[src/rtl/bp_be_late_wb_queue.sv]
`timescale 1ns/1ps
// Late-writeback queue: merges dcache-miss and FP div/sqrt writebacks into one scheduler port.
// Optional same-cycle bypass when empty: define BP_BE_LATE_WB_BYPASS_EN.
module bp_be_late_wb_queue #(
    // Normally sized by bp_be_wb_pkt_width(vaddr_width_p); the payload is opaque here.
    parameter int wb_pkt_width_p = 64,
    parameter int els_p          = 4,
    parameter int force_age_p    = 8
) (
    input  logic                      clk_i,
    input  logic                      reset_n_i,

    input  logic                      mem_v_i,
    input  logic [wb_pkt_width_p-1:0] mem_pkt_i,
    output logic                      mem_ready_and_o,

    input  logic                      fpu_v_i,
    input  logic [wb_pkt_width_p-1:0] fpu_pkt_i,
    output logic                      fpu_ready_and_o,

    output logic                      late_wb_v_o,
    output logic [wb_pkt_width_p-1:0] late_wb_pkt_o,
    output logic                      late_wb_force_o,
    input  logic                      late_wb_yumi_i,

    output logic                      empty_o
);

    localparam int ptr_w_lp = $clog2(els_p);
    localparam int cnt_w_lp = $clog2(els_p + 1);
    localparam int age_w_lp = $clog2(force_age_p + 1);

    logic [wb_pkt_width_p-1:0] mem_q [els_p];
    logic [ptr_w_lp-1:0]       rptr_q, rptr_d;
    logic [ptr_w_lp-1:0]       wptr_q, wptr_d;
    logic [cnt_w_lp-1:0]       count_q, count_d;
    logic [age_w_lp-1:0]       age_q, age_d;
    logic                      last_grant_q, last_grant_d;

    logic                      full, store_empty, age_hit;
    logic                      mem_fire, fpu_fire, enq_v;
    logic [wb_pkt_width_p-1:0] enq_pkt;
    logic                      bypass_consume, wr_en, deq;

    assign full        = (count_q == cnt_w_lp'(els_p));
    assign store_empty = (count_q == '0);
    assign age_hit     = (age_q == age_w_lp'(force_age_p));

    // Round-robin: the source not granted last wins a tie.
    assign mem_ready_and_o = ~full & (~fpu_v_i | last_grant_q);
    assign fpu_ready_and_o = ~full & (~mem_v_i | ~last_grant_q);
    assign mem_fire        = mem_v_i & mem_ready_and_o;
    assign fpu_fire        = fpu_v_i & fpu_ready_and_o;
    assign enq_v           = mem_fire | fpu_fire;
    assign enq_pkt         = mem_fire ? mem_pkt_i : fpu_pkt_i;

`ifdef BP_BE_LATE_WB_BYPASS_EN
    assign late_wb_v_o    = ~store_empty | enq_v;
    assign late_wb_pkt_o  = store_empty ? enq_pkt : mem_q[rptr_q];
    assign bypass_consume = store_empty & late_wb_yumi_i;
    assign empty_o        = store_empty & ~mem_v_i & ~fpu_v_i;
`else
    assign late_wb_v_o    = ~store_empty;
    assign late_wb_pkt_o  = mem_q[rptr_q];
    assign bypass_consume = 1'b0;
    assign empty_o        = store_empty;
`endif

    // A bypassed packet never has age or fullness behind it, so force stays low for it.
    assign late_wb_force_o = ~store_empty & (age_hit | full);

    assign wr_en = enq_v & ~bypass_consume;
    assign deq   = late_wb_yumi_i & ~store_empty;

    always_comb begin
        rptr_d       = rptr_q;
        wptr_d       = wptr_q;
        count_d      = count_q;
        age_d        = age_q;
        last_grant_d = last_grant_q;

        if (enq_v) last_grant_d = fpu_fire;
        if (wr_en) wptr_d = wptr_q + ptr_w_lp'(1);
        if (deq)   rptr_d = rptr_q + ptr_w_lp'(1);

        case ({wr_en, deq})
            2'b10:   count_d = count_q + cnt_w_lp'(1);
            2'b01:   count_d = count_q - cnt_w_lp'(1);
            default: count_d = count_q;
        endcase

        if (store_empty || deq) age_d = '0;
        else if (!age_hit)      age_d = age_q + age_w_lp'(1);
    end

    always_ff @(posedge clk_i or negedge reset_n_i) begin
        if (!reset_n_i) begin
            rptr_q       <= '0;
            wptr_q       <= '0;
            count_q      <= '0;
            age_q        <= '0;
            last_grant_q <= 1'b1;
        end else begin
            rptr_q       <= rptr_d;
            wptr_q       <= wptr_d;
            count_q      <= count_d;
            age_q        <= age_d;
            last_grant_q <= last_grant_d;
        end
    end

    // Payload storage needs no reset: it is only observed while the count says it is valid.
    always_ff @(posedge clk_i) begin
        if (wr_en) mem_q[wptr_q] <= enq_pkt;
    end

endmodule

[config.mk]
export PLATFORM = sky130hd
export DESIGN_NAME = bp_be_late_wb_queue
export DESIGN_NICKNAME = d
export VERILOG_FILES = /design/src/rtl/bp_be_late_wb_queue.sv
export SDC_FILE = /design/constraint.sdc
export NUM_CORES = 1
export LEC_CHECK = 0
export ABC_AREA = 1
export BUFFER_PORTS_ARGS = -buffer_cell sky130_fd_sc_hd__buf_2
export CAP_MARGIN = 20
export CORE_MARGIN = 5
export CORE_UTILIZATION = 60
export DETAILED_ROUTE_END_ITERATION = 10
export PLACE_DENSITY = 0.85
export RECOVER_POWER = 50
export SKIP_LAST_GASP = 1
export SYNTH_ARGS = -nofsm -noshare
export SYNTH_HDL_FRONTEND = slang
export SYNTH_SLANG_ARGS = --single-unit
[constraint.sdc]
create_clock -name clk_i -period 8.7 [get_ports clk_i]
set_input_delay 0.435 -clock clk_i [delete_from_list [all_inputs] [get_ports clk_i]]
set_output_delay 0.435 -clock clk_i [all_outputs]
set_load 0.01 [all_outputs]
# Word-level counts from Yosys, hierarchy flattened
# Memory sizes are Yosys's and may differ from the RTL's.
# Index checks and enable logic that the tools add are counted.
# op_classes
add_sub_neg,5
n_eq_ne,5
muxes,6
bitwise_logic,15
n_reduce_logical,3
# ops
operator,count
$mux 64,1
$mux 4,2
$and 1x1->1,6
$pmux 3 s2,1
$not 1->1,5
$add 2x1->2 const B,2
$add 4x1->4 const B,1
$eq 4x4->1 const B,1
$or 1x1->1,4
$add 3x1->3 const B,1
$eq 3x3->1 const B,1
$logic_not 3->1,1
$sub 3x1->3 const B,1
$eq 2x1->1 const B,1
$eq 2x2->1 const B,1
$mux 1,2
$ne 2x1->1 const B,1
$reduce_bool 2->1,1
$logic_or 1x1->1,1
# totals
regBits,12
ram_bits,256
input_bits,133
output_inout_bits,69
word_cells,40
mem_count,1
# memory_table
name,depth,width,rd,rd_clocked_by_memory_dff,wr,line,rtl
mem_q,4,64,1,0,1,33,logic [wb_pkt_width_p-1:0] mem_q [els_p];

# Logic depth before layout (Yosys ltp)
# Gate-level depths: netlist of the first run.
# logic_depth
depth_word,7
ltp_mapped,13
mapped_depth_nobuf,12

# Worst setup path before layout of the first run
# No wires, ideal clock.
# synth_timing
path_kind,register to register
from,register last_grant_q
to,"memory mem_q[0][0], enable pin"
setup_ns,0.487
t_arrival_ns,3.748
required_time_ns,8.213
setup_slack_ns,4.465
stages_incl_launch_ff,8
n_path_buf,1
synth_period_minus_slack_ns,4.235
cell_sequence,dfstp_2 -> inv_1 -> nand2_1 -> nand3_4 -> buf_8 -> nand2_2 -> inv_2 -> nor2_1
# synth_between
elab_chain_len,7
word_cells_on_any_way,10
cone_classes,2 x mux; 8 x bitwise
# synth_lines
item,line,rtl
start: declaration,38,"logic last_grant_q, last_grant_d;"
start signal: assignment,108,last_grant_q <= last_grant_d;
$not 1->1,51,assign fpu_ready_and_o = ~full & (~mem_v_i | ~last_grant_q);
$or 1x1->1,51,
$and 1x1->1,51,
$and 1x1->1,53,assign fpu_fire = fpu_v_i & fpu_ready_and_o;
$or 1x1->1 (*),54,assign enq_v = mem_fire | fpu_fire;
$mux 1 (*),114,if (wr_en) mem_q[wptr_q] <= enq_pkt;
$mux 1 (implied by the code) (*),114,
end: declaration,33,
# Mark *: on every way between the ends. The rest lies on a longest branch, timed or not.

# Worst setup path in the final report of the first run
# layout_timing
from,register rptr_q[0]
to,output port late_wb_pkt_o[5]
# layout_between
elab_chain_len,1
# layout_lines
item,line,rtl
start: declaration,34,"logic [ptr_w_lp-1:0] rptr_q, rptr_d;"
start signal: assignment,104,rptr_q <= rptr_d;
$mem_v2 4x64,--,
end: declaration,22,"output logic [wb_pkt_width_p-1:0] late_wb_pkt_o,"
# Every way passes these cells.

==> impl_metrics.tcl, run 1 <==
set metrics [dict create \
    status "finished, violations left" \
    violations "max-capacitance violations, max-slew violations" \
    grt_max_degree 91 \
    die_h_um 147 \
    path_cells "inv_4, clkbuf_1, o21ai_0, o22ai_1, buf_2" \
    htree_levels 1 \
    drive_above_1_share_pct 22.0 \
    hold_viol_final 0 \
    cp_slowest_cell "clkbuf_1" \
    cts_tree "done" \
    holdBufCountCts 1 \
    layout_min_cycle_time_ps 5170 \
    synth_area_um2 11200 \
    path_buf_inv 3 \
    syn-instance-count 916 \
    ios 202 \
    ant_nets 0 \
    initial_core_util_pct 60.5 \
    grt_use_total_pct 21.2 \
    syn_to_final_growth_pct 15.7 \
    layout_commonest_cell "edfxtp_1" \
    post_cts_buffers 0 \
    synth_cell_type_count 28 \
    vias 7465 \
    cts.sinks 268 \
    max_freq_ghz 0.193 \
    setup_tns_ps 0 \
    endpoint_kind "primary output" \
    cp.arrival_ps 4740 \
    cts_root_buffer "clkbuf_16" \
    finalNetCount 1240 \
    antenna_found_initial 0 \
    syn_nets 1057 \
    critPathMaxStageDelay_ps 2140 \
    drt-pass1-iter-count 4 \
    cts.path.max_buffers 3 \
    grt_overflow_total 0 \
    register_area_um2 7990 \
    start_kind "flip-flop" \
    worst_path_dominant_cell_family "buffers and inverters" \
    path_class "reg2out" \
    fin_skew_ps 8.33 \
    worst-path-max-fanout 66 \
    die_area_um2 21500 \
    ir_drop_mv 0.203 \
    drc 0 \
    yosysWarnings 0 \
    die_x_um 147 \
    hold_class "in2reg" \
    clkTransAtPathRegs_ps 60 \
    rsz0062_at_grt "no" \
    drv_cap 2 \
    worst_hold_slack_ps 268 \
    diodes 0 \
    fillers 1267 \
    num_rows 50 \
    synth_area_leaders "edfxtp_1, o21ai_0, nor2_1" \
    dp_hpwl_mm 13.9 \
    place.gp.congestion 0.766 \
    clkLatencyLatePin_ps 510 \
    grt_pass1_vias 7379 \
    synth_top_area_cell "edfxtp_1" \
    slew-limit-headroom_pct -96.9 \
    cts_resized 0 \
    drtIter0Drc 511 \
    final_cell_mix "edfxtp_1, buf_2, o21ai_0" \
    wire_per_inst_um 17.3 \
    multiInputGateArea_um2 2450 \
    ys_seq_area_share_pct 71.3 \
    cts_made_buffers 26 \
    setup_viol 0 \
    maxSlewViolCount 128 \
    grt_pass1_wl_mm 37.1 \
    synth_top_area_share_pct 68.6 \
    final.period_utilization_pct 59.4 \
    power.density_nw_per_um2 371 \
    cp.required_ps 8270 \
    tightest_slew_ps 2950 \
    leakage_nw 5.08 \
    syn_avg_cell_area_um2 12.2 \
    numPortBuffers 201 \
    ys_ff_latch 268 \
    drt-vias-per-instance 5.53 \
    core_area_um2 18500 \
    wirelength_mm 23.4 \
]
[worst register-to-register path: stages (launching register included)]
cell,delay (ps)
dfstp_1,570
inv_1,70
nand2_1,60
nand3_1,1210
nand2_1,490
inv_1,280
nor2_4,140
buf_4,720
[report_power, final]
part | switching [W] | internal [W]
registers | 0.000139 | 0.00193
logic | 0.00117 | 0.000519
clock network | 0.000431 | 0.000622
total | 0.00173 | 0.00308
[path summary, 6_finish.rpt]
check	slack (ps)	start	to	cells after the start
setup / recovery	3530	rptr_q[0]$_DFFE_PN0P_	late_wb_pkt_o[5]	5
hold / removal	270	fpu_v_i	last_grant_q$_DFFE_PN1P_	3
setup reg to reg	4690	last_grant_q$_DFFE_PN1P_	mem_q[0][46]$_DFFE_PP_	7
hold reg to reg	500	count_q[0]$_DFFE_PN0P_	count_q[0]$_DFFE_PN0P_	1
max in group asynchronous	7710	reset_n_i	rptr_q[0]$_DFFE_PN0P_	2
min in group asynchronous	480	reset_n_i	age_q[1]$_DFFE_PN0P_	2
[synth_stat cells, drive strengths merged]
master / count
edfxtp: 256
o21ai: 195
nor2: 135
inv: 86
nand2: 86
o22ai: 64
buf: 28
clkbuf: 28
dfrtp: 11
ha: 7
nand3: 7
a21oi: 5
xnor2: 2
xor2: 2
dfstp: 1
fa: 1
nor3: 1
or2: 1
[sequential cells by signal, summed over array words and instances, names as in the netlist]
name	count
last_grant_q	1
count_q	3
rptr_q	2
wptr_q	2
age_q	4
mem_q	256
[area by class of cell]
class                           instances  area share (%)
Tap cell                              234            2.26
Clock inverter                         12           0.811
Timing Repair Buffer                  211            8.46
Sequential cell                       268            61.7
Multi-Input combinational cell        506            18.9
Clock buffer                           33            5.39
Inverter                               86            2.51
[stage by stage]
stage	worst slack [ps]	cells	power, W	cell area (um2)	util, %
floorplan	4460	916	0.00320	11200	-
global placement	5700	1302	0.00373	12300	66.2
detailed placement	5620	1302	0.00380	12300	66.2
CTS	5070	1348	0.00485	13100	70.6
global route	3020	1350	0.00511	13000	70.0
finish	3530	1350	0.00481	13000	70.0
[per-layer routing]
layer | routed length [um] | global-route usage, % | vias to the layer above
met5 | 0 | 0 | -
met4 | 366 | 4.80 | 0
met3 | 1920 | 4.07 | 30
met2 | 11800 | 37.1 | 313
met1 | 9320 | 27.8 | 3524
li1 | - | - | 3598
[cells by family (layout without fill, tap and decap cells)]
group / after synthesis / after routing / synth area share [%]
compound gates: 264 / 264 / 13.5
xor+xnor: 4 / 4 / 0.313
fa+ha+maj: 8 / 8 / 0.960
buf+inv: 142 / 342 / 5.91
flops: 268 / 268 / 71.3
simple gates: 230 / 230 / 8.00
No activity file was read; power rests on OpenSTA's default activity.
==> run 2, diff against run 1 <==
CORE_UTILIZATION = 56   (was 60)
PLACE_DENSITY = 0.8   (was 0.85)
clock period = 4.9 ns   (was 8.7 ns; I/O delays follow)
==> impl_metrics.tcl, run 2 (synthesis gave the netlist of run 1 again) <==
set metrics [dict create \
    worst-path-max-fanout 94 \
    num_rows 51 \
    core_area_um2 19600 \
    cp_slowest_cell "clkbuf_2" \
    slew-limit-headroom_pct -26.4 \
    path_class "reg2out" \
    status "finished, violations left" \
    register_area_um2 7990 \
    internal-power_w 0.00541 \
    clkTransAtPathRegs_ps 60 \
    dpl.cell_count 1337 \
    grt_pass1_wl_mm 36.9 \
    cts_made_buffers 26 \
    swShare_pct 36.7 \
    start_kind "flip-flop" \
    drc 0 \
    cp.depth 5 \
    worst_hold_slack_ps 45.6 \
    cp.required_ps 4660 \
    endpoint_kind "primary output" \
    antenna_found_initial 0 \
    cts_resized 0 \
    power_frac_comb_pct 36.5 \
    hold_class "in2reg" \
    drtIter0Drc 521 \
    power_frac_clock_pct 21.5 \
    cts.sinks 268 \
    setup_viol 0 \
    numPortBuffers 201 \
    grt_use_total_pct 20.6 \
    max_freq_ghz 0.267 \
    place.gp.congestion 0.802 \
    leakage_nw 5.11 \
    drt-pass1-iter-count 4 \
    cts_root_buffer "clkbuf_16" \
    reg_top3 "mem_q: 256 flops, age_q: 4 flops, count_q: 3 flops" \
    hold_depth 3 \
    vias 7482 \
    violations "max-capacitance violations, max-slew violations" \
    seq_power_share_pct 42.1 \
    grt_max_degree 130 \
    path_buf_inv 3 \
    wire_per_inst_um 17.4 \
    drv_cap 2 \
    drt-vias-per-instance 5.40 \
    path_cells "buf_4, clkbuf_2, o21ai_0, o22ai_1, buf_2" \
    largest_register "mem_q" \
    cp.arrival_ps 3500 \
    clkLatencyLatePin_ps 520 \
    setup_tns_ps 0 \
    final_cell_area_um2 13100 \
    critPathMaxStageDelay_ps 1300 \
    rsz0062_at_grt "no" \
    diodes 0 \
    drive_above_1_share_pct 24.4 \
    ir_drop_mv 0.605 \
    power.switching_w 0.00313 \
    die_x_um 151 \
    htree_levels 1 \
    ios 202 \
    grt_pass1_vias 7311 \
    cts.path.max_buffers 3 \
    fin_total_pwr_w 0.00855 \
    power.density_nw_per_um2 652 \
    cts_tree "done" \
    final.period_utilization_pct 76.5 \
    fin_cells 1386 \
    wirelength_mm 24.1 \
    post_cts_buffers 0 \
    die_area_um2 22900 \
    fin_skew_ps 12.5 \
    die_h_um 151 \
    initial_core_util_pct 57.2 \
    holdBufCountCts 1 \
    layout_min_cycle_time_ps 3750 \
    worst-r2r-cell-count 7 \
    grt_overflow_total 0 \
    layout_commonest_cell "edfxtp_1" \
    tightest_slew_ps 1900 \
    ant_nets 0 \
    maxSlewViolCount 160 \
    dp_hpwl_mm 14.5 \
    placed_area_um2 12300 \
    fillers 1398 \
    hold_viol_final 0 \
    worst_path_dominant_cell_family "buffers and inverters" \
    multiInputGateArea_um2 2540 \
    final_cell_mix "edfxtp_1, buf_2, o21ai_0" \
    syn_to_final_growth_pct 16.9 \
    largest_reg_flops 256 \
    finalNetCount 1243 \
]
## run 2: cell count changes in the layout (fill, tap and decap cells not counted), moves of 2 or more
cell	before	now
clkbuf_2	0	2
o21ai_1	26	28
o21ai_2	0	23
clkinvlp_4	0	3
o21ai_0	169	144
buf_2	195	191
buf_4	6	8
clkinv_2	2	6
## run 2: worst paths after layout
check / end / start / slack [ps]
min in group asynchronous: count_q[1]$_DFFE_PN0P_ / reset_n_i / 290
setup reg to reg: mem_q[3][62]$_DFFE_PP_ / count_q[1]$_DFFE_PN0P_ / 1670
max in group asynchronous: rptr_q[0]$_DFFE_PN0P_ / reset_n_i / 4110
setup / recovery: late_wb_pkt_o[16] / rptr_q[0]$_DFFE_PN0P_ / 1150
hold reg to reg: last_grant_q$_DFFE_PN1P_ / last_grant_q$_DFFE_PN1P_ / 490
hold / removal: mem_q[1][48]$_DFFE_PP_ / fpu_pkt_i[48] / 50
## run 2: metal layers
metal | global-route usage (%) | wire (um)
met3 | 3.08 | 2140
met1 | 26.8 | 9310
met4 | 5.85 | 474
met5 | 0 | 0
met2 | 36.1 | 12100
## run 2: power groups by stage
stage	sequential [W]	combinational, W	clock (W)
after floorplan	0.00363	0.00204	0
after global placement	0.00360	0.00307	0
after detailed placement	0.00363	0.00317	0
after CTS	0.00359	0.00319	0.00186
after global routing	0.00365	0.00345	0.00197
final	0.00360	0.00312	0.00183
## run 2: stage by stage
stage / utilization, % / worst slack (ps)
floorplan: - / 665
CTS: 67.1 / 1910
global route: 66.9 / 937
finish: 66.9 / 1150
detailed placement: 63.0 / 2250
global placement: 62.9 / 2380
## run 2: final cells by class
class,instances,area share [%]
clock buffers,30,5.24
clock inverters,17,0.831
inverters,86,2.48
multi-input cells,506,19.4
flip-flops and latches,268,61.0
well taps,265,2.53
repair buffers,214,8.50
## run 2: worst reg2reg max path, cell delays in order, from the launching register on
cell and delay, ps:
dfrtp_1 380, nor2_1 90, nand2_1 150, nand3_1 170
nand2_1 150, inv_1 170, nor2_1 890, buf_4 810
